### config.mk
export PLATFORM = sky130hd
export DESIGN_NAME = hls_deadlock_detect_unit_v2
export DESIGN_NICKNAME = d
export VERILOG_FILES = /design/src/rtl/hls_deadlock_detect_unit_v2.sv
export SDC_FILE = /design/constraint.sdc
export NUM_CORES = 1
export LEC_CHECK = 0
export CORE_MARGIN = 2
export CORE_UTILIZATION = 45
export CTS_CLUSTER_DIAMETER = 40
export DETAILED_ROUTE_END_ITERATION = 10
export GPL_TIMING_DRIVEN = 0
export PLACE_DENSITY = 0.85
export SYNTH_ARGS = -nofsm -noshare
export SYNTH_HDL_FRONTEND = slang
export SYNTH_SLANG_ARGS = --single-unit
### constraint.sdc
create_clock -name clock -period 2.4 [get_ports clock]
set_clock_uncertainty 0.2 [all_clocks]
set_input_delay 0.24 -clock clock [delete_from_list [all_inputs] [get_ports clock]]
set_output_delay 0.24 -clock clock [all_outputs]
set_load 0.005 [all_outputs]
### src/rtl/hls_deadlock_detect_unit_v2.sv
// hls_deadlock_detect_unit_v2
// Per-process deadlock detector. It merges incoming dependence vectors and
// confirms a deadlock once this process has seen itself in the merged vector
// for STABLE_CYCLES consecutive cycles. It also forwards a report token
// round-robin over the blocked output channels.
// Optional build macro: HLS_DL_DETECT_STICKY_EN. When it is defined,
// CONFIRMED is left only on token_clear.
module hls_deadlock_detect_unit_v2 #(
    parameter int unsigned PROC_NUM      = 4,
    parameter int unsigned PROC_ID       = 0,
    parameter int unsigned IN_CHAN_NUM   = 2,
    parameter int unsigned OUT_CHAN_NUM  = 3,
    parameter int unsigned STABLE_CYCLES = 4
) (
    input  logic                            clock,
    input  logic                            reset,
    input  logic [OUT_CHAN_NUM-1:0]         proc_dep_vld_vec,
    input  logic [IN_CHAN_NUM-1:0]          in_chan_dep_vld_vec,
    input  logic [IN_CHAN_NUM*PROC_NUM-1:0] in_chan_dep_data_vec,
    input  logic [IN_CHAN_NUM-1:0]          in_chan_mask,
    input  logic [IN_CHAN_NUM-1:0]          token_in_vec,
    input  logic                            dl_detect_in,
    input  logic                            origin,
    input  logic                            token_clear,
    output logic [OUT_CHAN_NUM-1:0]         out_chan_dep_vld_vec,
    output logic [PROC_NUM-1:0]             out_chan_dep_data,
    output logic [OUT_CHAN_NUM-1:0]         token_out_vec,
    output logic                            dl_detect_out,
    output logic [1:0]                      dl_state,
    output logic [PROC_NUM-1:0]             dl_snapshot
);

    localparam int unsigned CNT_W = $clog2(STABLE_CYCLES + 1);
    localparam int unsigned PTR_W = (OUT_CHAN_NUM > 1) ? $clog2(OUT_CHAN_NUM) : 1;
    localparam logic [PROC_NUM-1:0] SELF_BIT = PROC_NUM'(1) << PROC_ID;

    typedef enum logic [1:0] {
        IDLE      = 2'd0,
        TRACK     = 2'd1,
        CONFIRMED = 2'd2,
        REPORTED  = 2'd3
    } state_t;

    state_t            state;
    state_t            state_next;
    logic [CNT_W-1:0]  cnt;
    logic [CNT_W-1:0]  cnt_next;
    int unsigned       cnt_inc;
    logic [PROC_NUM-1:0] dep_comb;
    logic [PROC_NUM-1:0] dep;
    logic [PROC_NUM-1:0] dep_reg;
    logic              gate;
    logic              any_blocked;
    logic              cand;
    logic              issue;
    logic [PTR_W-1:0]  last_ptr;
    logic [PTR_W-1:0]  pick_ptr;
    logic [PTR_W-1:0]  scan_ptr;
    logic              found;
    int unsigned       scan_pos;
    logic [OUT_CHAN_NUM-1:0] token_next;

    assign any_blocked = |proc_dep_vld_vec;
    assign gate        = ~dl_detect_in | (|token_in_vec);
    assign dep         = gate ? dep_comb : dep_reg;
    assign cand        = gate & dep[PROC_ID] & any_blocked;
    assign issue       = ((|token_in_vec) & ~token_clear) | origin;
    assign cnt_inc     = 32'(cnt) + 32'd1;

    assign out_chan_dep_vld_vec = proc_dep_vld_vec;
    assign out_chan_dep_data    = dep_reg | SELF_BIT;
    assign dl_detect_out        = (state == CONFIRMED);
    assign dl_state             = state;

    // Merge the valid, unmasked incoming dependence vectors
    always_comb begin
        dep_comb = '0;
        for (int unsigned i = 0; i < IN_CHAN_NUM; i++) begin
            if (in_chan_dep_vld_vec[i] && !in_chan_mask[i]) begin
                dep_comb = dep_comb | in_chan_dep_data_vec[i*PROC_NUM +: PROC_NUM];
            end
        end
    end

    // Pick the next blocked output channel circularly after last_ptr
    always_comb begin
        pick_ptr   = '0;
        found      = 1'b0;
        scan_pos   = 0;
        scan_ptr   = '0;
        token_next = '0;
        for (int unsigned k = 1; k <= OUT_CHAN_NUM; k++) begin
            scan_pos = (32'(last_ptr) + k) % OUT_CHAN_NUM;
            scan_ptr = PTR_W'(scan_pos);
            if (!found && proc_dep_vld_vec[scan_ptr]) begin
                found    = 1'b1;
                pick_ptr = scan_ptr;
            end
        end
        token_next[pick_ptr] = 1'b1;
    end

    // Next-state and stability counter
    always_comb begin
        state_next = state;
        cnt_next   = cnt;
        case (state)
            IDLE: begin
                if (cand) begin
                    cnt_next   = CNT_W'(1);
                    state_next = (STABLE_CYCLES == 1) ? CONFIRMED : TRACK;
                end
            end
            TRACK: begin
                if (cand) begin
                    cnt_next = CNT_W'(cnt_inc);
                    if (cnt_inc == STABLE_CYCLES) begin
                        state_next = CONFIRMED;
                    end
                end else begin
                    cnt_next   = '0;
                    state_next = IDLE;
                end
            end
            CONFIRMED: begin
                if (token_clear) begin
                    state_next = REPORTED;
                end
`ifndef HLS_DL_DETECT_STICKY_EN
                else if (!cand) begin
                    cnt_next   = '0;
                    state_next = IDLE;
                end
`endif
            end
            REPORTED: begin
                if (!cand) begin
                    cnt_next   = '0;
                    state_next = IDLE;
                end
            end
            default: begin
                cnt_next   = '0;
                state_next = IDLE;
            end
        endcase
    end

    // State and counter registers
    always_ff @(posedge clock or negedge reset) begin
        if (!reset) begin
            state <= IDLE;
            cnt   <= '0;
        end else begin
            state <= state_next;
            cnt   <= cnt_next;
        end
    end

    // Dependence register, token forwarding and confirmation snapshot
    always_ff @(posedge clock or negedge reset) begin
        if (!reset) begin
            dep_reg       <= '0;
            last_ptr      <= '0;
            token_out_vec <= '0;
            dl_snapshot   <= '0;
        end else begin
            dep_reg <= any_blocked ? dep : '0;
            if (issue) begin
                token_out_vec <= token_next;
                last_ptr      <= pick_ptr;
            end else begin
                token_out_vec <= '0;
            end
            if (state_next == CONFIRMED && state != CONFIRMED) begin
                dl_snapshot <= dep;
            end
        end
    end

endmodule

# Yosys cells after proc, flatten, opt, wreduce, memory -nomap -nowiden

Cells that the tools add are included.

Register bits after elaboration: 18
Bits of input ports: 22
Word-level logic and storage cells: 77

Add/sub/neg operators: 4
Div/mod/pow operators: 3
Magnitude comparators: 5
Equality and inequality tests: 8
Mux-type cells: 29
Bitwise operators: 8
Reduce and logical (&&, ||, !) cells: 14

Operators with widths:

| operator              | count |
|---|---|
| $mod 32x2->32 const B | 3 |
| $mux 2                | 8 |
| $mux 4                | 4 |
| $mux 3                | 5 |
| $lt 2x3->1 const B    | 4 |
| $pmux 3 s4            | 1 |
| $pmux 2 s4            | 1 |
| $add 2x2->3 const B   | 2 |
| $bmux 1 s2            | 3 |
| $eq 2x2->1 const B    | 3 |
| $logic_and 1x1->1     | 6 |
| $mux 1                | 6 |
| $ne 2x2->1 const B    | 3 |
| $add 3x1->4 const B   | 1 |
| $eq 4x3->1 const B    | 1 |
| $logic_not 1->1       | 4 |
| $or 4x4->4            | 1 |
| $add 2x1->3 const B   | 1 |
| $and 1x1->1           | 3 |
| $reduce_or 3->1       | 1 |
| $demux 1 s2           | 1 |
| $eq 2x1->1 const B    | 1 |
| $ge 2x1->1 const B    | 1 |
| $logic_not 2->1       | 1 |
| other kinds (4)       | 6 |

# Depth between registers and ports, before layout

Depth after elaboration: 16
Depth in mapped cells: 6

# Worst setup path after synthesis

OpenSTA, ideal clock, no wires.

Path kind: reg2reg
Start point: register last_ptr[0]
End point: register last_ptr[0]
Arrival: 1.414 ns
Slack: 0.721 ns
Cell stages (with the launch flop): 7
Buffers on the path: 0
Path through: dfrtp_1 > inv_1 > ha_1 > inv_1 > maj3_1 > a21oi_1 > mux2_2

Longest elaborated chain between the ends: 11

Ends and longest elaborated chain:

| what                         | RTL line | text |
|---|---|---|
| from (decl)                  | 56       | `logic [PTR_W-1:0] last_ptr;` |
| from (signal assigned)       | 171      | `last_ptr <= pick_ptr;` |
| $add 2x1->3                  | 93       | `scan_pos = (32'(last_ptr) + k) % OUT_CHAN_NUM;` |
| $mod 32x2->32                | 93       |  |
| $bmux 1 s2                   | 95       | `if (!found && proc_dep_vld_vec[scan_ptr]) begin` |
| $mux 1 (not written as such) | 95       |  |
| $mux 1                       | 95       |  |
| $logic_not 1->1              | 95       |  |
| $logic_and 1x1->1            | 95       |  |
| $mux 1                       | 95       |  |
| $logic_not 1->1              | 95       |  |
| $logic_and 1x1->1            | 95       |  |
| $mux 2 *                     | 95       |  |

Every way passes the cells marked *; elsewhere a longest branch is shown, timed or not. The select of a mux whose other input is x is not followed.
A chain may end at the register's enable or synchronous reset.

# Worst setup path after layout

Start point: register state[1] (netlist: dl_state[1])
End point: output dl_detect_out

Longest elaborated chain between the ends: 1

Ends and longest elaborated chain:

| what                   | RTL line | text |
|---|---|---|
| from (decl)            | 44       | `state_t state;` |
| from (signal assigned) | 155      | `state <= state_next;` |
| $eq 2x2->1             | 72       | `assign dl_detect_out = (state == CONFIRMED);` |
| to (decl)              | 28       | `output logic dl_detect_out,` |

No other way between the ends.

==> results.md <==
* Status: completed
* Vias in the first global route at 955
* Yosys warns at 0
* Reg with most FFs: dl_snapshot
* Worst-path clk slew at 0.11 ns
* Total power at 0.000854 W
* Mean Syn Cell Area at 10.4 um2
* Top Metal Used: met4
* Most common cell after layout, fill and taps aside: clkdlybuf4s50_1
* Unique masters post-synth at slightly above 40
* Critical path type: reg2out
* Fin nets at 177
* Post-CTS setup buffers at 0
* Max-Cap Viols at 0
* Num CTS Buffers at 3
* Critical path endpoint category: primary output
* Required @ worst endpoint at 1.96 ns
* Reg power frac at around two fifths
* Post-synthesis mux area share at 3.97%
* Fillers at 216
* Leakage power at 0.711 nW
* First-pass GRT wire length at 4310 um
* Antenna diode count at 0
* Fin Hold WS at 0.178 ns
* Pint at 0.000570 W
* Area fraction of the dominant cell type after synthesis at approximately 37%
* Wire per inst at 14.8 um
* Power Dens Cells at 544 nW/um2
* Row Count at 18
* Layout area overhead at 38.4%
* Worst EP arrival at ~1.8 ns
* Max incr delay on CP at 0.52 ns
* PostCTS Resize Cnt at 0
* VDD IR max at roughly 0.00044 V
* Vias at about 970
* CTS H-Tree Depth at 1
* Xor/xnor share of the synthesized area at 0%
* Min-Delay Path Class: in2async
* Synthesized area at 1130 um2
* M1 WL at 1020 um
* Clk Latency, worst-skew pair at about 0.3 ns
* Num Clock Sinks at 17
* RSZ-0062 raised after global routing: false
* Via-to-Cell Ratio at 5.41
* Largest family of logic cells by synthesized area: compound AO/OA/AOI/OAI gates
* Total wire length at 2660 um
* Root Driver: clkbuf_4
* Clock period minus worst slack at approximately 2.2 ns
* Worst Path Max Fanout at 10
* Met2 wire len at 1490 um
* Switching Share at between 30% and 40%
* Syn Inst Count at roughly 110
* Least-Margin Pin Slew at 0.772 ns
* Crit path max-delay cell type: clkdlybuf4s50_1
* Final Cycle Share at 92.0%
* Synth Area in Compound Gates at around 22%
* TNS Setup at 0 ns
* Die height at ~54 um
* Max-slew headroom at 48.4%
* Worst-path cell chain: clkbuf_1 > nor2b_1 > clkdlybuf4s50_1
* Full die area at 2940 um2
* Input/output buffers at 37
* Detailed Routing Iterations Pass 1 at 4
* Clock buffer depth at 2
* Synth Area in Simple Gates at 21.3%
* Initial antenna violation count at 0
* Largest cells by area after synthesis: dfrtp_1 (37%), buf_4 (4.6%), ha_1 (4.4%)
* Most frequent cells in the layout: clkdlybuf4s50_1 (37), dfrtp_1 (17), inv_1 (11), nor2b_1 (7), buf_4 (7)
* Final Max Slew Viols at 0
* GRT Total Usage at 20.9%
* Comb pwr share at 38.8%
* Hold Violations, Final at 0
* Clk pwr share at between 10% and 20%
* Final GP Congestion at around 0.76
* Reg area at 425 um2
* Area taken by multi-input logic gates at 596 um2
* Largest net degree at the start of global routing at 18
* Cts hold-fix bufs at 0
* Syn Nets at 135
* DR iter-0 viols at 10
* Initial Utilization at a little under half
* Ratio of cells with drive above 1 in the final layout at 18.0%
* DIE WIDTH at around 54 um
* CP Launch Type: flop
* Met3 WL at 125 um
* DP HPWL at 2160 um
* Remaining routing DRC violations at 0
* Synth Register Bits at 17
* CTS tree: done
* Core ar. at ~2400 um2
* Adder-cell share of the synthesized area at about 5.3%
* Post-synth top area cell: dfrtp_1
* Finish-stage setup viols at 0
* Register area share after synthesis at 37.5%
* Max reg flops at 4
* Detail Route Antenna Nets at 0
* # IOs at 39
* Overflow after GRT at 0
* Maximum clock rate at between 400 and 500 MHz
* Sw Pwr at ~0.00028 W
==> kinds of logic (layout without fill, tap and decap cells) <==
| group | Yosys count | after routing |
|---|---|---|
| buf+inv | 21 | 62 |
| other cells | 1 | 1 |
| fa+ha+maj | 5 | 5 |
| flops | 17 | 17 |
| simple gates | 32 | 32 |
| compound gates | 29 | 29 |
| mux | 4 | 4 |
==> critical path: cells and delay by family, from the launching register on <==
family | cells | cell delay, ns
buffers and inverters | 2 | 0.88
DFF | 1 | 0.35
and+or+nand+nor | 1 | 0.24
==> cell usage after synthesis (all sizes together) <==
cell / instances
o22ai: 1
nand4b: 1
a211oi: 2
nor2: 3
nand4: 3
o211ai: 2
a41o: 3
or2: 1
clkbuf: 1
nand3: 2
a31oi: 1
a22oi: 1
buf: 9
dfrtp: 17
nor3b: 2
o21ai: 3
nand2: 3
o21a: 1
maj3: 1
nand3b: 3
conb: 1
a211o: 1
nor3: 5
inv: 11
a2111oi: 1
a221oi: 3
mux2: 4
nand2b: 2
nor2b: 7
o31ai: 4
ha: 4
a21oi: 6
==> per-stage QoR <==
step	util, %	instances	setup WS (ns)	cell area, um2
after detailed placement	63.4	176	0.305	1540
after global placement	63.4	176	0.336	1540
after CTS	64.6	180	0.172	1570
after global routing	64.6	180	0.0281	1570
final	64.6	180	0.191	1570
after floorplan	-	109	0.721	1130
==> power by group through the flow <==
stage	clock network, W	logic, W	registers [W]
5_1_grt	0.000181	0.000365	0.000364
2_1_floorplan	0	0.000184	0.000362
3_5_place_dp	0	0.000334	0.000364
4_1_cts	0.000167	0.000334	0.000359
3_3_place_gp	0	0.000310	0.000362
6_report	0.000164	0.000332	0.000359
==> layer usage <==
layer	global-route usage, %	up-vias
li1	-	475
met1	23.6	473
met2	37.8	24
met3	6.83	2
met4	5.00	0
met5	0	-
==> path summary, 6_finish.rpt <==
kind / startpoint / end / slack (ns) / depth (start not counted)
hold / removal: reset / cnt[1]$_DFFE_PN0P_ / 0.18 / 1
setup / recovery: dl_state[1]$_DFF_PN0_ / dl_detect_out / 0.19 / 3
max in group asynchronous: reset / token_out_vec[0]$_DFF_PN0_ / 1.34 / 1
setup reg to reg: last_ptr[0]$_DFFE_PN0P_ / last_ptr[0]$_DFFE_PN0P_ / 0.51 / 6
hold reg to reg: dl_snapshot[0]$_DFFE_PN0P_ / dl_snapshot[0]$_DFFE_PN0P_ / 0.31 / 1
min in group clock: dl_snapshot[0]$_DFFE_PN0P_ / dl_snapshot[0]$_DFFE_PN0P_ / 0.31 / 1
==> layout make-up <==
class                           instances  area share [%]
Buffer                                 10            4.62
Clock buffer                            3            1.43
Clock inverter                          1           0.319
Inverter                               11            2.63
Multi-Input combinational cell         71            37.9
Sequential cell                        17            27.1
Tap cell                               30            2.39
Timing Repair Buffer                   37            23.6
No activity file was read; power rests on OpenSTA's default activity.
